File: config.mk
export PLATFORM = sky130hd
export DESIGN_NAME = program_loader
export DESIGN_NICKNAME = d
export VERILOG_FILES = /design/src/rtl/program_loader.sv
export SDC_FILE = /design/constraint.sdc
export NUM_CORES = 1
export LEC_CHECK = 0
export ABC_AREA = 1
export CAP_MARGIN = 5
export CORE_ASPECT_RATIO = 0.9
export CORE_MARGIN = 5
export CORE_UTILIZATION = 55
export CTS_CLUSTER_DIAMETER = 120
export DETAILED_ROUTE_END_ITERATION = 12
export GPL_TIMING_DRIVEN = 1
export PLACE_DENSITY = 0.78
export RECOVER_POWER = 50
export SLEW_MARGIN = 20
export SYNTH_ARGS = -nofsm -noshare
export SYNTH_HDL_FRONTEND = slang
export SYNTH_SLANG_ARGS = --single-unit
File: constraint.sdc
create_clock -name clk -period 3.9 [get_ports clk]
set_clock_uncertainty 0.2 [all_clocks]
set_input_delay 0.78 -clock clk [delete_from_list [all_inputs] [get_ports clk]]
set_output_delay 0.78 -clock clk [all_outputs]
set_load 0.02 [all_outputs]
File: src/rtl/program_loader.sv
// program_loader: host-side initiator for the CPU load port.
// Parses a byte stream (valid/ready) into framed commands:
//   CMD, ADDR_HI, ADDR_LO, CNT_HI, CNT_LO, then CNT big-endian words.
//   CMD 0x01 loads instruction memory, 0x02 loads data memory, 0x03 runs.
// Holds the CPU in reset (cpu_rst) from any load command until a run command.
// Optional feature: define LOADER_CHECKSUM_EN to expect a trailing XOR
// checksum byte per frame; a mismatch pulses err and forces cpu_rst high.
// Assumes 9 <= ADDR_W <= 16 and DATA_W a multiple of 8, at least 16.

module program_loader #(
    parameter int ADDR_W = 10,
    parameter int DATA_W = 32
) (
    input  logic              clk,
    input  logic              rst,
    input  logic [7:0]        in_byte,
    input  logic              in_valid,
    output logic              in_ready,
    output logic [ADDR_W-1:0] address,
    output logic [DATA_W-1:0] inst_data,
    output logic              write_instruction,
    output logic              write_data,
    output logic              cpu_rst,
    output logic              busy,
    output logic              err
);

    localparam int BYTES = DATA_W / 8;
    localparam int IDX_W = (BYTES > 1) ? $clog2(BYTES) : 1;

    typedef enum logic [2:0] {
        S_IDLE    = 3'd0,
        S_ADDR_HI = 3'd1,
        S_ADDR_LO = 3'd2,
        S_CNT_HI  = 3'd3,
        S_CNT_LO  = 3'd4,
        S_PAYLOAD = 3'd5
`ifdef LOADER_CHECKSUM_EN
        , S_CHECK = 3'd6
`endif
    } state_e;

    // State entered once the last payload word (or an empty count) is taken.
`ifdef LOADER_CHECKSUM_EN
    localparam state_e S_END = S_CHECK;
`else
    localparam state_e S_END = S_IDLE;
`endif

    state_e              state_q, state_d;
    logic                is_data_q, is_data_d;
    logic [ADDR_W-9:0]   addr_hi_q, addr_hi_d;
    logic [7:0]          cnt_hi_q, cnt_hi_d;
    logic [ADDR_W-1:0]   waddr_q, waddr_d;
    logic [15:0]         cnt_q, cnt_d;
    logic [IDX_W-1:0]    idx_q, idx_d;
    logic [DATA_W-9:0]   shift_q, shift_d;
    logic [ADDR_W-1:0]   address_q, address_d;
    logic [DATA_W-1:0]   data_q, data_d;
    logic                wr_inst_q, wr_inst_d;
    logic                wr_data_q, wr_data_d;
    logic                cpu_rst_q, cpu_rst_d;
    logic                err_q, err_d;
`ifdef LOADER_CHECKSUM_EN
    logic [7:0]          csum_q, csum_d;
`endif

    logic                accept;
    logic [DATA_W-1:0]   word_next;

    // The loader never stalls: ready follows reset release directly.
    assign in_ready  = rst;
    assign accept    = in_valid & in_ready;
    assign word_next = {shift_q, in_byte};

    assign address           = address_q;
    assign inst_data         = data_q;
    assign write_instruction = wr_inst_q;
    assign write_data        = wr_data_q;
    assign cpu_rst           = cpu_rst_q;
    assign err               = err_q;
    assign busy              = (state_q != S_IDLE);

    // Next-state and output decode for each accepted byte.
    always_comb begin
        // NOTE: every variable gets a default before any branch so no path
        // leaves one unassigned, which would infer a latch.
        state_d   = state_q;
        is_data_d = is_data_q;
        addr_hi_d = addr_hi_q;
        cnt_hi_d  = cnt_hi_q;
        waddr_d   = waddr_q;
        cnt_d     = cnt_q;
        idx_d     = idx_q;
        shift_d   = shift_q;
        address_d = address_q;
        data_d    = data_q;
        cpu_rst_d = cpu_rst_q;
        wr_inst_d = 1'b0;
        wr_data_d = 1'b0;
        err_d     = 1'b0;
`ifdef LOADER_CHECKSUM_EN
        csum_d    = csum_q;
`endif
        if (accept) begin
            case (state_q)
                S_IDLE: begin
                    case (in_byte)
                        8'h01, 8'h02: begin
                            is_data_d = (in_byte == 8'h02);
                            cpu_rst_d = 1'b1;
                            state_d   = S_ADDR_HI;
`ifdef LOADER_CHECKSUM_EN
                            csum_d    = 8'h00;
`endif
                        end
                        8'h03:   cpu_rst_d = 1'b0;
                        default: err_d     = 1'b1;
                    endcase
                end
                S_ADDR_HI: begin
                    addr_hi_d = in_byte[ADDR_W-9:0];
                    state_d   = S_ADDR_LO;
                end
                S_ADDR_LO: begin
                    waddr_d = {addr_hi_q, in_byte};
                    state_d = S_CNT_HI;
                end
                S_CNT_HI: begin
                    cnt_hi_d = in_byte;
                    state_d  = S_CNT_LO;
                end
                S_CNT_LO: begin
                    cnt_d   = {cnt_hi_q, in_byte};
                    idx_d   = '0;
                    state_d = (cnt_d == 16'd0) ? S_END : S_PAYLOAD;
                end
                S_PAYLOAD: begin
                    shift_d = word_next[DATA_W-9:0];
`ifdef LOADER_CHECKSUM_EN
                    csum_d  = csum_q ^ in_byte;
`endif
                    if (idx_q == IDX_W'(BYTES - 1)) begin
                        // Last byte of a word: publish it and advance.
                        idx_d     = '0;
                        data_d    = word_next;
                        address_d = waddr_q;
                        wr_inst_d = ~is_data_q;
                        wr_data_d = is_data_q;
                        waddr_d   = waddr_q + ADDR_W'(1);
                        cnt_d     = cnt_q - 16'd1;
                        if (cnt_q == 16'd1) begin
                            state_d = S_END;
                        end
                    end else begin
                        idx_d = idx_q + IDX_W'(1);
                    end
                end
`ifdef LOADER_CHECKSUM_EN
                S_CHECK: begin
                    if (in_byte != csum_q) begin
                        err_d     = 1'b1;
                        cpu_rst_d = 1'b1;
                    end
                    state_d = S_IDLE;
                end
`endif
                default: state_d = S_IDLE;
            endcase
        end
    end

    // State and datapath registers; reset aborts any frame in progress.
    always_ff @(posedge clk or negedge rst) begin
        if (!rst) begin
            state_q   <= S_IDLE;
            is_data_q <= 1'b0;
            addr_hi_q <= '0;
            cnt_hi_q  <= '0;
            waddr_q   <= '0;
            cnt_q     <= '0;
            idx_q     <= '0;
            shift_q   <= '0;
            address_q <= '0;
            data_q    <= '0;
            wr_inst_q <= 1'b0;
            wr_data_q <= 1'b0;
            cpu_rst_q <= 1'b1;
            err_q     <= 1'b0;
`ifdef LOADER_CHECKSUM_EN
            csum_q    <= 8'h00;
`endif
        end else begin
            // NOTE: non-blocking assignments so every register samples the
            // pre-edge values, independent of statement order.
            state_q   <= state_d;
            is_data_q <= is_data_d;
            addr_hi_q <= addr_hi_d;
            cnt_hi_q  <= cnt_hi_d;
            waddr_q   <= waddr_d;
            cnt_q     <= cnt_d;
            idx_q     <= idx_d;
            shift_q   <= shift_d;
            address_q <= address_d;
            data_q    <= data_d;
            wr_inst_q <= wr_inst_d;
            wr_data_q <= wr_data_d;
            cpu_rst_q <= cpu_rst_d;
            err_q     <= err_d;
`ifdef LOADER_CHECKSUM_EN
            csum_q    <= csum_d;
`endif
        end
    end

endmodule

==> metrics <==
status finished, violations left; failing checks capacitance limit, slew limit; WHS Path Cells 2; leakage 2.90 nW; crit end category flip-flop; # rows 33; Fin. Hold Viols 0; Via Count 4,346; Root Driver clkbuf_8; antenna-violating nets left 0; WL final 11.9 mm; Least-Margin Pin Slew 1.73 ns; Power per Cell Area 464 nW/µm²; CTS tree built; Vias per Instance 5.25; layout cells sized above 1 5.24%; die area 11,600 µm²; DRC 0; Hold-fix buffers, CTS 0; Yosys warnings 0; Avg Synthesized Cell Area 8.03 µm²; slew margin rel. -15.3%; Seq cells post-synth 112; clk slew on worst S/H paths 0.11 ns; reg2reg path depth 7; CP Launch Type input port; initial antenna violation count 0; number of buffers added on ports 58; iteration-0 DRC count of the detailed router 504; die height 103 µm; Slew Viols, Final 86; clk buf depth 2; H-tree Lvls 3; final net count 716; Tmin final 3.37 ns; syn nets 667; chip width 113 µm; CP Max Fanout 72; Setup Crit Path Kind in2reg; Layout area overhead 16.0%; Syn Inst Count 652; Starting Density 56.9%; PostCTS Resize Cnt 0; top-level I/O count 59; Final Power 2.82 mW; fillers 749; Synth Cell Area 5240 µm²; placed cell areas 5850 µm²; distinct cell type count after synthesis 35; HP Class reg2reg; gpl congestion 0.915; TritonCTS Sinks 112; GR Overflow Total 0; crit share post-route 86.4%; worst vdd ir 357 µV; final number of setup-violating endpoints 0; unrepaired setup endpoints after global routing no; Hold WS 0.272 ns; DRT Pass-1 Iters 5; Finished Core Util 66.0%; Sum Neg Setup Slack 0 ns; CTS buffer count 9; buffer count from post-CTS setup fixing 0; hpwl dp 8.40 mm; Worst-Skew Late Latency 0.38 ns; GRT Util Overall 21.6%; largest net degree at the start of global routing 73; f_max 297 MHz; Core ar. 9210 µm²; vias in the first global route 4,062; n_diodes 0; Critical Path RT 3.93 ns; sequential share of the synthesized area 53.5%; global-route wire length before repair 19.8 mm; post-DR wirelength/cell 14.3 µm; Final Instance Area 6080 µm²; Max Cap Viol 2; WP data arrival 3.40 ns
-- area by class of cell --
type	instances	area [µm²]	area share (%)
Timing Repair Buffer	61	594	9.78
Sequential cell	112	2800	46.1
Multi-Input combinational cell	447	2020	33.3
Tap cell	122	153	2.51
Clock buffer	10	138	2.27
Clock inverter	6	101	1.67
Inverter	70	264	4.35
-- synthesized netlist by cell type --
| cell type | n | share of area [%] |
|---|---|---|
| nand2_1 | 226 | 16 |
| dfrtp_1 | 111 | 53 |
| inv_1 | 65 | 4.7 |
| o21ai_1 | 55 | 5.3 |
| nor2_1 | 45 | 3.2 |
| o21ai_0 | 42 | 4.0 |
| nand3_1 | 29 | 2.8 |
| buf_2 | 13 | 1.2 |
| a21oi_1 | 10 | 0.96 |
| inv_2 | 5 | 0.36 |
| buf_4 | 4 | 0.57 |
| ha_1 | 4 | 0.96 |
| nand4_1 | 4 | 0.48 |
| nor3_1 | 4 | 0.38 |
| buf_6 | 3 | 0.64 |
| clkbuf_1 | 3 | 0.21 |
| o21a_1 | 3 | 0.43 |
| or2_2 | 3 | 0.36 |
| nand2_2 | 2 | 0.24 |
| nand3b_1 | 2 | 0.29 |
| nor2_2 | 2 | 0.24 |
| nor3_2 | 2 | 0.38 |
| o31ai_1 | 2 | 0.29 |
| xor2_1 | 2 | 0.33 |
| a21oi_4 | 1 | 0.31 |
| dfstp_2 | 1 | 0.50 |
| nand3_2 | 1 | 0.19 |
| nor2_4 | 1 | 0.21 |
| nor3b_1 | 1 | 0.14 |
| nor4_2 | 1 | 0.24 |
| o21ai_2 | 1 | 0.17 |
| o21bai_1 | 1 | 0.14 |
| o22a_1 | 1 | 0.17 |
| o22ai_2 | 1 | 0.24 |
| xnor2_1 | 1 | 0.17 |
-- per-stage QoR --
step / worst slack [ns] / cells
floorplan: 1.94 / 652
detailed placement: 0.685 / 812
global placement: 0.780 / 812
CTS: 1.07 / 828
global route: 0.291 / 828
finish: 0.532 / 828
-- registers in the layout, indices dropped and copies added, names as in the netlist --
register	cells
address	10
write_data	1
err	1
state_q	3
shift_q	24
write_instruction	1
cnt_hi_q	8
addr_hi_q	2
cpu_rst	1
waddr_q	10
cnt_q	16
idx_q	2
is_data_q	1
inst_data	32
-- critical path: stages --
cell and delay [ns]:
dlygate4sd3_1 0.53, nand2_1 0.11, inv_1 0.24, nand2_1 0.16, nor2_4 0.38, clkinv_2 0.77
nand2_1 0.29, o21ai_1 0.11
-- layer usage --
layer	wire (µm)	GRT usage, %	vias to the layer above
met3	689	4.69	23
li1	-	-	2169
met2	5510	35.1	133
met1	5470	29.6	2021
met4	210	6.65	0
met5	0	0	-
-- power breakdown --
| part | internal (mW) | switching [mW] |
|---|---|---|
| Combinational | 0.205 | 0.377 |
| Sequential | 1.31 | 0.140 |
| Clock | 0.388 | 0.397 |
-- cell families (layout without fill, tap and decap cells) --
logic type               after synthesis  count (layout)  synth area share (%)
AO/OA/AOI/OAI                        117             117                  12.0
XOR/XNOR                               3               3                 0.502
adder cells (fa/ha/maj)                4               4                 0.956
buffers and inverters                 93             147                  7.69
flip-flops                           112             112                  53.5
AND/OR/NAND/NOR                      323             323                  25.3
-- cells in the final DEF, fill, tap and decap left out, types with 2 or more instances in the layout --
cell,Yosys,layout
o21ai_1,55,54
inv_2,5,3
clkdlybuf4s50_1,0,49
nand2_1,226,226
bufinv_16,0,2
xor2_1,2,2
ha_1,4,4
nor2_1,45,45
a21oi_1,10,10
nand3b_1,2,2
nand2_2,2,2
o21a_1,3,3
nor3_2,2,2
or2_2,3,3
o21ai_0,42,44
dlygate4sd3_1,0,8
nor3_1,4,4
dfrtp_1,111,111
o31ai_1,2,2
clkbuf_8,0,10
nand3_1,29,30
nand4_1,4,4
inv_1,65,66
buf_4,4,2
nor2_2,2,2
-- worst paths after layout --
kind	slack, ns	endpoint	start
worst min register to register	0.27	inst_data[30]	inst_data[30]
worst min-delay path	0.27	inst_data[30]	inst_data[30]
min in group asynchronous	0.44	shift_q[6]	rst
max in group asynchronous	1.00	shift_q[9]	rst
worst max register to register	1.01	inst_data[14]	state_q[1]
worst max-delay path	0.53	inst_data[14]	in_valid
Note: power is estimated with default switching activity, not from simulation.
